<file path="config.mk">
export PLATFORM = sky130hd
export DESIGN_NAME = countdown_timer
export DESIGN_NICKNAME = d
export VERILOG_FILES = /design/src/rtl/countdown_pkg.sv /design/src/rtl/bcd_down_digit.sv /design/src/rtl/countdown_timer.sv
export SDC_FILE = /design/constraint.sdc
export NUM_CORES = 1
export LEC_CHECK = 0
export ABC_AREA = 0
export CAP_MARGIN = 20
export CORE_MARGIN = 3
export CORE_UTILIZATION = 40
export CTS_CLUSTER_SIZE = 12
export DETAILED_ROUTE_END_ITERATION = 7
export PLACE_DENSITY_LB_ADDON = 0.15
export SETUP_SLACK_MARGIN = 0.02
export SYNTH_ARGS = -nofsm -noshare
export SYNTH_HDL_FRONTEND = slang
export SYNTH_SLANG_ARGS = --single-unit
</file>
<file path="constraint.sdc">
create_clock -name CLK -period 2 [get_ports CLK]
set_input_delay 0.3 -clock CLK [delete_from_list [all_inputs] [get_ports CLK]]
set_output_delay 0.3 -clock CLK [all_outputs]
set_load 0.01 [all_outputs]
</file>
<file path="src/rtl/countdown_pkg.sv">
// Shared types and constants for the mm:ss countdown timer.
// Build option: COUNTDOWN_BLINK_EN enables the expiry display blink in the top level.
package countdown_pkg;

  localparam int unsigned DIGIT_W = 4;

  localparam int unsigned SEC_ONES_MAX_DEF = 9;
  localparam int unsigned SEC_TENS_MAX_DEF = 5;
  localparam int unsigned MIN_ONES_MAX_DEF = 9;
  localparam int unsigned MIN_TENS_MAX_DEF = 5;

  typedef enum logic [1:0] {
    IDLE,
    RUN,
    PAUSE,
    EXP
  } state_e;

endpackage

</file>
<file path="src/rtl/bcd_down_digit.sv">
// One BCD down-counting digit: clamped load, decrement with borrow in, wrap to MAX with borrow out.
module bcd_down_digit
  import countdown_pkg::*;
#(
  parameter int unsigned MAX = 9
) (
  input  logic               CLK,
  input  logic               RESET_N,
  input  logic               load,
  input  logic [DIGIT_W-1:0] load_val,
  input  logic               dec,
  output logic [DIGIT_W-1:0] value,
  output logic               borrow_out
);

  localparam logic [DIGIT_W-1:0] MaxV = DIGIT_W'(MAX);

  logic [DIGIT_W-1:0] value_q, value_d;

  always_comb begin
    value_d = value_q;
    if (load) begin
      value_d = (load_val > MaxV) ? MaxV : load_val;
    end else if (dec) begin
      value_d = (value_q == '0) ? MaxV : value_q - DIGIT_W'(1);
    end
  end

  always_ff @(posedge CLK) begin
    if (!RESET_N) begin
      value_q <= '0;
    end else begin
      value_q <= value_d;
    end
  end

  assign value      = value_q;
  assign borrow_out = dec && (value_q == '0);

endmodule

</file>
<file path="src/rtl/countdown_timer.sv">
// mm:ss countdown timer: four chained BCD digits, control FSM, registered status outputs.
// Build option: COUNTDOWN_BLINK_EN makes BLANK toggle on each TICK while expired.
module countdown_timer
  import countdown_pkg::*;
#(
  parameter int unsigned SEC_ONES_MAX = SEC_ONES_MAX_DEF,
  parameter int unsigned SEC_TENS_MAX = SEC_TENS_MAX_DEF,
  parameter int unsigned MIN_ONES_MAX = MIN_ONES_MAX_DEF,
  parameter int unsigned MIN_TENS_MAX = MIN_TENS_MAX_DEF
) (
  input  logic                 CLK,
  input  logic                 RESET_N,
  input  logic                 TICK,
  input  logic                 LOAD,
  input  logic [4*DIGIT_W-1:0] LOAD_VAL,
  input  logic                 START,
  input  logic                 STOP,
  output logic [DIGIT_W-1:0]   DIGIT0,
  output logic [DIGIT_W-1:0]   DIGIT1,
  output logic [DIGIT_W-1:0]   DIGIT2,
  output logic [DIGIT_W-1:0]   DIGIT3,
  output logic                 RUNNING,
  output logic                 DONE,
  output logic                 EXPIRED,
  output logic                 BLANK
);

  state_e state_q, state_d;
  logic   done_q, done_d;
  logic   running_q, expired_q;
  logic   dec;
  logic   count_zero, count_one;
  logic [3:0] borrow;
  logic   unused_borrow;

  // Higher-priority pulses swallow a coincident TICK.
  assign dec = TICK && !LOAD && !STOP && !START && (state_q == RUN);

  assign count_zero = ({DIGIT3, DIGIT2, DIGIT1, DIGIT0} == 16'h0000);
  assign count_one  = ({DIGIT3, DIGIT2, DIGIT1, DIGIT0} == 16'h0001);

  bcd_down_digit #(.MAX(SEC_ONES_MAX)) u_sec_ones (
    .CLK        (CLK),
    .RESET_N    (RESET_N),
    .load       (LOAD),
    .load_val   (LOAD_VAL[3:0]),
    .dec        (dec),
    .value      (DIGIT0),
    .borrow_out (borrow[0])
  );

  bcd_down_digit #(.MAX(SEC_TENS_MAX)) u_sec_tens (
    .CLK        (CLK),
    .RESET_N    (RESET_N),
    .load       (LOAD),
    .load_val   (LOAD_VAL[7:4]),
    .dec        (borrow[0]),
    .value      (DIGIT1),
    .borrow_out (borrow[1])
  );

  bcd_down_digit #(.MAX(MIN_ONES_MAX)) u_min_ones (
    .CLK        (CLK),
    .RESET_N    (RESET_N),
    .load       (LOAD),
    .load_val   (LOAD_VAL[11:8]),
    .dec        (borrow[1]),
    .value      (DIGIT2),
    .borrow_out (borrow[2])
  );

  bcd_down_digit #(.MAX(MIN_TENS_MAX)) u_min_tens (
    .CLK        (CLK),
    .RESET_N    (RESET_N),
    .load       (LOAD),
    .load_val   (LOAD_VAL[15:12]),
    .dec        (borrow[2]),
    .value      (DIGIT3),
    .borrow_out (borrow[3])
  );

  // RUN is never entered at zero, so the top digit never borrows.
  assign unused_borrow = borrow[3];

  always_comb begin
    state_d = state_q;
    done_d  = 1'b0;
    if (LOAD) begin
      state_d = IDLE;
    end else if (STOP) begin
      if (state_q == RUN) state_d = PAUSE;
    end else if (START) begin
      if ((state_q == IDLE || state_q == PAUSE) && !count_zero) state_d = RUN;
    end else if (dec && count_one) begin
      state_d = EXP;
      done_d  = 1'b1;
    end
  end

  always_ff @(posedge CLK) begin
    if (!RESET_N) begin
      state_q   <= IDLE;
      done_q    <= 1'b0;
      running_q <= 1'b0;
      expired_q <= 1'b0;
    end else begin
      state_q   <= state_d;
      done_q    <= done_d;
      running_q <= (state_d == RUN);
      expired_q <= (state_d == EXP);
    end
  end

  assign RUNNING = running_q;
  assign DONE    = done_q;
  assign EXPIRED = expired_q;

`ifdef COUNTDOWN_BLINK_EN
  logic blank_q, blank_d;

  // The expiry edge itself leaves BLANK low; the first TICK in EXP raises it.
  always_comb begin
    blank_d = blank_q;
    if (LOAD || state_d != EXP) begin
      blank_d = 1'b0;
    end else if (TICK && state_q == EXP) begin
      blank_d = ~blank_q;
    end
  end

  always_ff @(posedge CLK) begin
    if (!RESET_N) begin
      blank_q <= 1'b0;
    end else begin
      blank_q <= blank_d;
    end
  end

  assign BLANK = blank_q;
`else
  assign BLANK = 1'b0;
`endif

endmodule

</file>
==> out/results.tsv <==
metric	value	unit
synth_cell_types	45	
rsz0062_at_grt	no	
io_buffers	40	
synthToLayoutAreaGrowth	50.8	%
avgSynthCellArea	8.20	um^2
nets	224	
combPwrFrac	27.4	%
final_cell_mix	clkdlybuf4s50_1 (40), dfxtp_1 (20), buf_4 (19)	
met1_length	1.42	mm
layout_commonest_cell	clkdlybuf4s50_1	
initial_core_util	42.5	%
crit_type	flip-flop to flip-flop	
fill_cells	246	
powerDensity	515	nW/um^2
fp.coreArea	2780	um^2
final_core_util	64.1	%
cts_hold_buf	0	
cp.arrival	2.17	ns
grt_pass1_vias	1311	
crit_path_max_fanout	5	
die_width	60.3	um
cts_resized	0	
pre_cts_ws	-0.111	ns
die_y	60.3	um
ys_warn_count	0	
cts_setup_buffers	0	
p_int	0.000652	W
numCtsBuffers	3	
drv_cap	0	
fmaxAchievable	513	MHz
root_buffer	clkbuf_4	
worst_hold_slack	0.525	ns
async_flop_share	0	%
endpoint_kind	flip-flop	
cts_tree	done	
drv_slew	0	
viasPerCell	5.92	
drc	0	
syn_inst	144	
ys_ff_latch	21	
layout_min_cycle_time	1.95	ns
clkTransAtPathRegs	0.12	ns
clock_insertion_delay_worst_skew	0.31	ns
dr.pass1.iters	4	
routed-via-count	1373	
clock_sinks	21	
highest_layer	met4	
grt_max_degree	13	
grt_usage	20.6	%
synthesis.nets	166	
min_path_type	flip-flop to flip-flop	
routedWlPerCell	15.2	um
wl_met2	1.72	mm
met3WireLength	318	um
hpwl	2.73	mm
period_share	97.5	%
drt_iter0_drc	58	
fin_setup_tns	0	ns
p_leak	0.660	nW
swShare	28.9	%
startpoint_type	flip-flop	
hold_viol	0	
grt_first_pass_wirelength	5.70	mm
finalWorstSetupSlack	0.0508	ns
postRouteAntennaNets	0	
clockBufferDepth	2	
synth_edf_count	0	
synthFlopType	dfxtp_1	
rows	19	
vdd.ir_drop.worst	0.000376	V
power_frac_seq	49.8	%
drive_above_1_share	17.4	%
p_clk_share	22.8	%
overflow	0	
worst_ep_required_time	2.22	ns
antenna_cells	0	
status	finished, final reports clean	
power_switching	0.000265	W
antenna_found_initial	0	
synth_seq_area_share	35.6	%
synth_area	1180	um^2
htreeDepth	1	
die-area	3640	um^2
gp_congestion	0.867	
ios	42	
wl	3.53	mm
setup_viol	0	
fin_skew	0.00760	ns
==> area by class of cell <==
| cell class | instances | area (um^2) | share of cell area [%] |
|---|---|---|---|
| Clock buffer | 3 | 22.5 | 1.26 |
| Clock inverter | 1 | 5.00 | 0.281 |
| Inverter | 4 | 15.0 | 0.843 |
| Multi-Input combinational cell | 113 | 736 | 41.3 |
| Sequential cell | 21 | 422 | 23.7 |
| Tap cell | 31 | 38.8 | 2.18 |
| Timing Repair Buffer | 59 | 543 | 30.5 |
==> layer usage <==
layer / track usage [%] / up-vias
li1: - / 671
met1: 25.3 / 630
met2: 34.7 / 65
met3: 5.32 / 7
met4: 7.28 / 0
met5: 0 / -
==> metrics by stage <==
step / std cells / total power, W / area (um^2)
floorplan: 144 / 0.000575 / 1180
global placement: 228 / 0.000703 / 1740
detailed placement: 228 / 0.000710 / 1740
CTS: 232 / 0.000921 / 1760
global route: 232 / 0.000971 / 1780
finish: 232 / 0.000917 / 1780
==> synth_stat cells, drive strengths merged, types with 2 or more instances <==
master  number  area share (%)
nor4         5             2.6
or4          7             5.2
nand3b       2             1.3
a211oi       3             1.9
or3          3             2.2
dfxtp       21              36
inv          4             1.3
o211ai       4             2.5
nand2       11             3.5
clkbuf       5             1.6
nand4        3             1.6
nand3        4             1.7
xor2         3             2.2
a221oi       2             1.5
o31a         4             3.1
nor2        10             3.2
nor3         5             2.1
nor2b        2             1.1
a211o        2             1.5
nand2b       2             1.1
o21ai       14             5.9
a31oi        3             1.6
a21oi        7             3.0
==> power groups by stage <==
stage | Clock, W | Combinational [W] | Sequential [W]
3_5_place_dp | 0 | 0.000245 | 0.000465
5_1_grt | 0.000236 | 0.000275 | 0.000460
2_1_floorplan | 0 | 0.000101 | 0.000474
3_3_place_gp | 0 | 0.000239 | 0.000464
6_report | 0.000209 | 0.000251 | 0.000457
4_1_cts | 0.000219 | 0.000246 | 0.000456
==> critical path: stages (launching register included) <==
cell and delay [ns]:
dfxtp_1 0.33, or4_4 0.57, or3_4 0.44, o31a_1 0.33, o21ba_1 0.19
==> cell families after synthesis <==
| family | Yosys count | share of synthesized area, % |
|---|---|---|
| and+or+nand+nor | 59 | 29.4 |
| AOI/OAI and AO/OA | 49 | 28.2 |
| DFF | 21 | 35.6 |
| buffers and inverters | 10 | 3.50 |
| xor gates and xnor gates | 4 | 2.97 |
| other | 1 | 0.317 |
==> final timing paths <==
path,start,end,slack (ns),cells past startpoint
worst min register to register,u_sec_tens.value[3],u_sec_tens.value[3],0.52,1
worst max register to register,u_sec_tens.value[2],RUNNING,0.05,4
worst min-delay path,u_sec_tens.value[3],u_sec_tens.value[3],0.52,1
worst max-delay path,u_sec_tens.value[2],RUNNING,0.05,4
==> flip-flops by register name (all words and copies together), names as in the netlist <==
register / count
state_q: 2
u_min_tens.value: 4
u_sec_ones.value: 4
DONE: 1
u_sec_tens.value: 4
RUNNING: 1
EXPIRED: 1
u_min_ones.value: 4
Note: power is estimated with default switching activity, not from simulation.
==> variant, RTL diff (same settings) <==
Add a define of `COUNTDOWN_BLINK_EN`.
--- a/src/rtl/countdown_timer.sv
+++ b/src/rtl/countdown_timer.sv
@@ -1,5 +1,7 @@
 // mm:ss countdown timer: four chained BCD digits, control FSM, registered status outputs.
 // Build option: COUNTDOWN_BLINK_EN makes BLANK toggle on each TICK while expired.
+`define COUNTDOWN_BLINK_EN
+
 module countdown_timer
   import countdown_pkg::*;
 #(
Check against the original RTL: not equivalent (Yosys sat finds a counterexample within 10 cycles, from zero or initial values and one cycle with RESET_N low).
==> variant against the unedited design <==
Via count shrank 8.5%; area after synthesis grew 0.95%; cell area shrank 0.56%; fmax grew 13%; total power shrank 0.70%; combinational power shrank 13%; synthesized cell count shrank 4.2%; utilization shrank 0.90 points; sequential cell count grew 1; global-route usage shrank 1.8 points; wire length shrank 10%; worst setup slack gained 0.23 ns; critical path depth grew 2.
==> variant: results (changes against the unedited design) <==
Parameter                              Value

Yosys
  Cells taking the most area after synthesis ... sky130_fd_sc_hd__dfxtp_1, sky130_fd_sc_hd__nor2_1, sky130_fd_sc_hd__nand2_1
  Synthesized netlist net count ... 160 (-3.6%)
  Sequential element share of the synthesized area ... 36.9% (+1.3 points)
  Yosys warning total ... 0 (unchanged)
  Share of flip-flops with an asynchronous set or reset after synthesis ... 0% (unchanged)
  Cell types with the highest counts after synthesis ... sky130_fd_sc_hd__dfxtp_1, sky130_fd_sc_hd__nor2_1, sky130_fd_sc_hd__nand2_1, sky130_fd_sc_hd__a21oi_1, sky130_fd_sc_hd__o21ai_0
  Cell count after synthesis ... 138 (-4.2%)
  Number of different library cells in the post-synthesis netlist ... 44 (-2.2%)

Global route
  M1 GR Usage ... 23.0% (-2.3 points)
  Met2 routing resource usage after global routing ... 32.5% (-2.2 points)
  Via count of the first global-routing pass ... 1217 (-7.2%)
  Largest net degree at the start of global routing ... 14 (+1)
  GRT Util Overall ... 18.8% (-1.8 points)
  GR met3 Demand/Resource ... 3.83% (-1.5 points)
  Initial antenna violation count ... 0 (unchanged)
  Global-route wire length before repair ... 5200 µm (-8.7%)

CTS
  Register clock-pin slew on the reported worst setup and hold paths ... 0.13 ns
  Clock tree root buffer cell ... sky130_fd_sc_hd__clkbuf_4
  Number of clock buffers inserted by TritonCTS ... 3 (unchanged)
  Max Buffers Root-to-Sink ... 2 (unchanged)
  Count of cells resized by post-cts repair ... 0 (unchanged)
  Latest clock arrival within the worst-skew pair ... 0.32 ns
  H-tree depth ... 1 (unchanged)
  Post-CTS Setup Repair Bufs ... 0 (unchanged)

Cells and area
  Post-Layout Cell Count ... 226 (-2.6%)
  Share of post-route cells with drive strength above 1 ... 15.4% (-2.0 points)
  Antenna Diode Count ... 0 (unchanged)
  Fill cell count ... 258 (+4.9%)
  Total number of nets in the final design ... 219 (-2.2%)

Critical path
  Critical Path AT ... 1.95 ns (-0.22 ns)
  Highest fanout seen on the critical path ... 6 (+1)

Timing
  Max Clock Skew ... 0.0120 ns (+0.00438 ns)
  Transition time at the pin with the least slew margin ... 0.365 ns

Placement
  Post-detail-place hpwl ... 2520 µm (-7.9%)
  Port Buffer Count ... 41 (+2.5%)
  Post-placement cell area ... 0.00174 mm² (+0.36%)
  Place WS ... -0.0803 ns (+0.0307 ns)
  Routability-driven placement congestion ratio ... 0.914 (+5.4%)

Power
  VDD IR max ... 0.000297 V (-21%)
  Leakage power summed over all cells ... 0.649 nW (-1.6%)

Hold path
  Worst Hold Class ... register to register

Route
  Initial DRC count ... 34 (-41%)
  Post-DR vias/cell ... 5.56 (-6.1%)
  Number of iterations in the first detailed-routing pass ... 4 (unchanged)
  Final routed wire length divided by cell count ... 14.1 µm (-7.6%)

Flow run
  Max-cap viol count ... 0 (unchanged)

Status
  Status ... finished, final reports clean
[variant: changes by cell type after synthesis, sizes merged, moves of 3 or more]
cell,unedited run,this run
a211oi,3,0
a31oi,3,0
and2,0,3
clkbuf,5,2
mux2i,0,3
nand2,11,14
nor2,10,15
nor2b,2,5
o31a,4,1
or4,7,0
[variant: worst paths after layout]
kind | slack (ns) | startpoint | cells after the start | end
worst max-delay path | 0.28 | LOAD | 6 | u_sec_ones.value[2]$_SDFFE_PN0P_
worst max register to register | 0.29 | u_min_ones.value[2]$_SDFFE_PN0P_ | 6 | state_q[1]$_SDFF_PN0_
worst min-delay path | 0.51 | u_sec_tens.value[3]$_SDFFE_PN0P_ | 2 | u_sec_tens.value[3]$_SDFFE_PN0P_
worst min register to register | 0.51 | u_sec_tens.value[3]$_SDFFE_PN0P_ | 2 | u_sec_tens.value[3]$_SDFFE_PN0P_
[variant: cell families (layout without fill, tap and decap cells)]
group,count (synthesis),after routing,share of synthesized area (%)
AO/OA/AOI/OAI,40,40,21.7
buffers and inverters,6,63,2.83
AND/OR/NAND/NOR,62,62,32.3
flip-flops,22,22,36.9
XOR/XNOR,5,5,3.67
multiplexers,3,3,2.52
[variant: report_power, final]
group          switching (mW)  internal [mW]  leakage (nW)  total, mW
clock                   0.138         0.0706        0.0138      0.209
combinational          0.0927          0.126         0.455      0.219
sequential             0.0264          0.457         0.180      0.483
[variant: final cells by class]
class,count,area [µm²],area share [%]
Clock buffer,3,22.5,1.27
Tap cell,31,38.8,2.19
Inverter,2,7.51,0.424
Sequential cell,22,440,24.9
Multi-Input combinational cell,110,724,40.9
Timing Repair Buffer,58,538,30.4
[variant: critical path, stage by stage]
cell                              delay (ns)
sky130_fd_sc_hd__clkdlybuf4s50_1        0.46
sky130_fd_sc_hd__nor4b_4                0.37
sky130_fd_sc_hd__and2_1                 0.33
sky130_fd_sc_hd__mux2i_1                0.23
sky130_fd_sc_hd__o22ai_1                0.10
sky130_fd_sc_hd__and2_1                 0.15
[variant: per-layer routing]
layer | share of wire, % | up-vias
li1 | - | 625
met1 | 43 | 594
met2 | 50 | 32
met3 | 5.5 | 5
met4 | 1.5 | 0
met5 | 0 | -
[variant: through the flow]
step | power (mW) | util, %
2_1_floorplan | 0.584 | -
3_3_place_gp | 0.706 | 62.1
3_5_place_dp | 0.709 | 62.1
4_1_cts | 0.908 | 62.9
5_1_grt | 0.946 | 63.2
6_report | 0.911 | 63.2
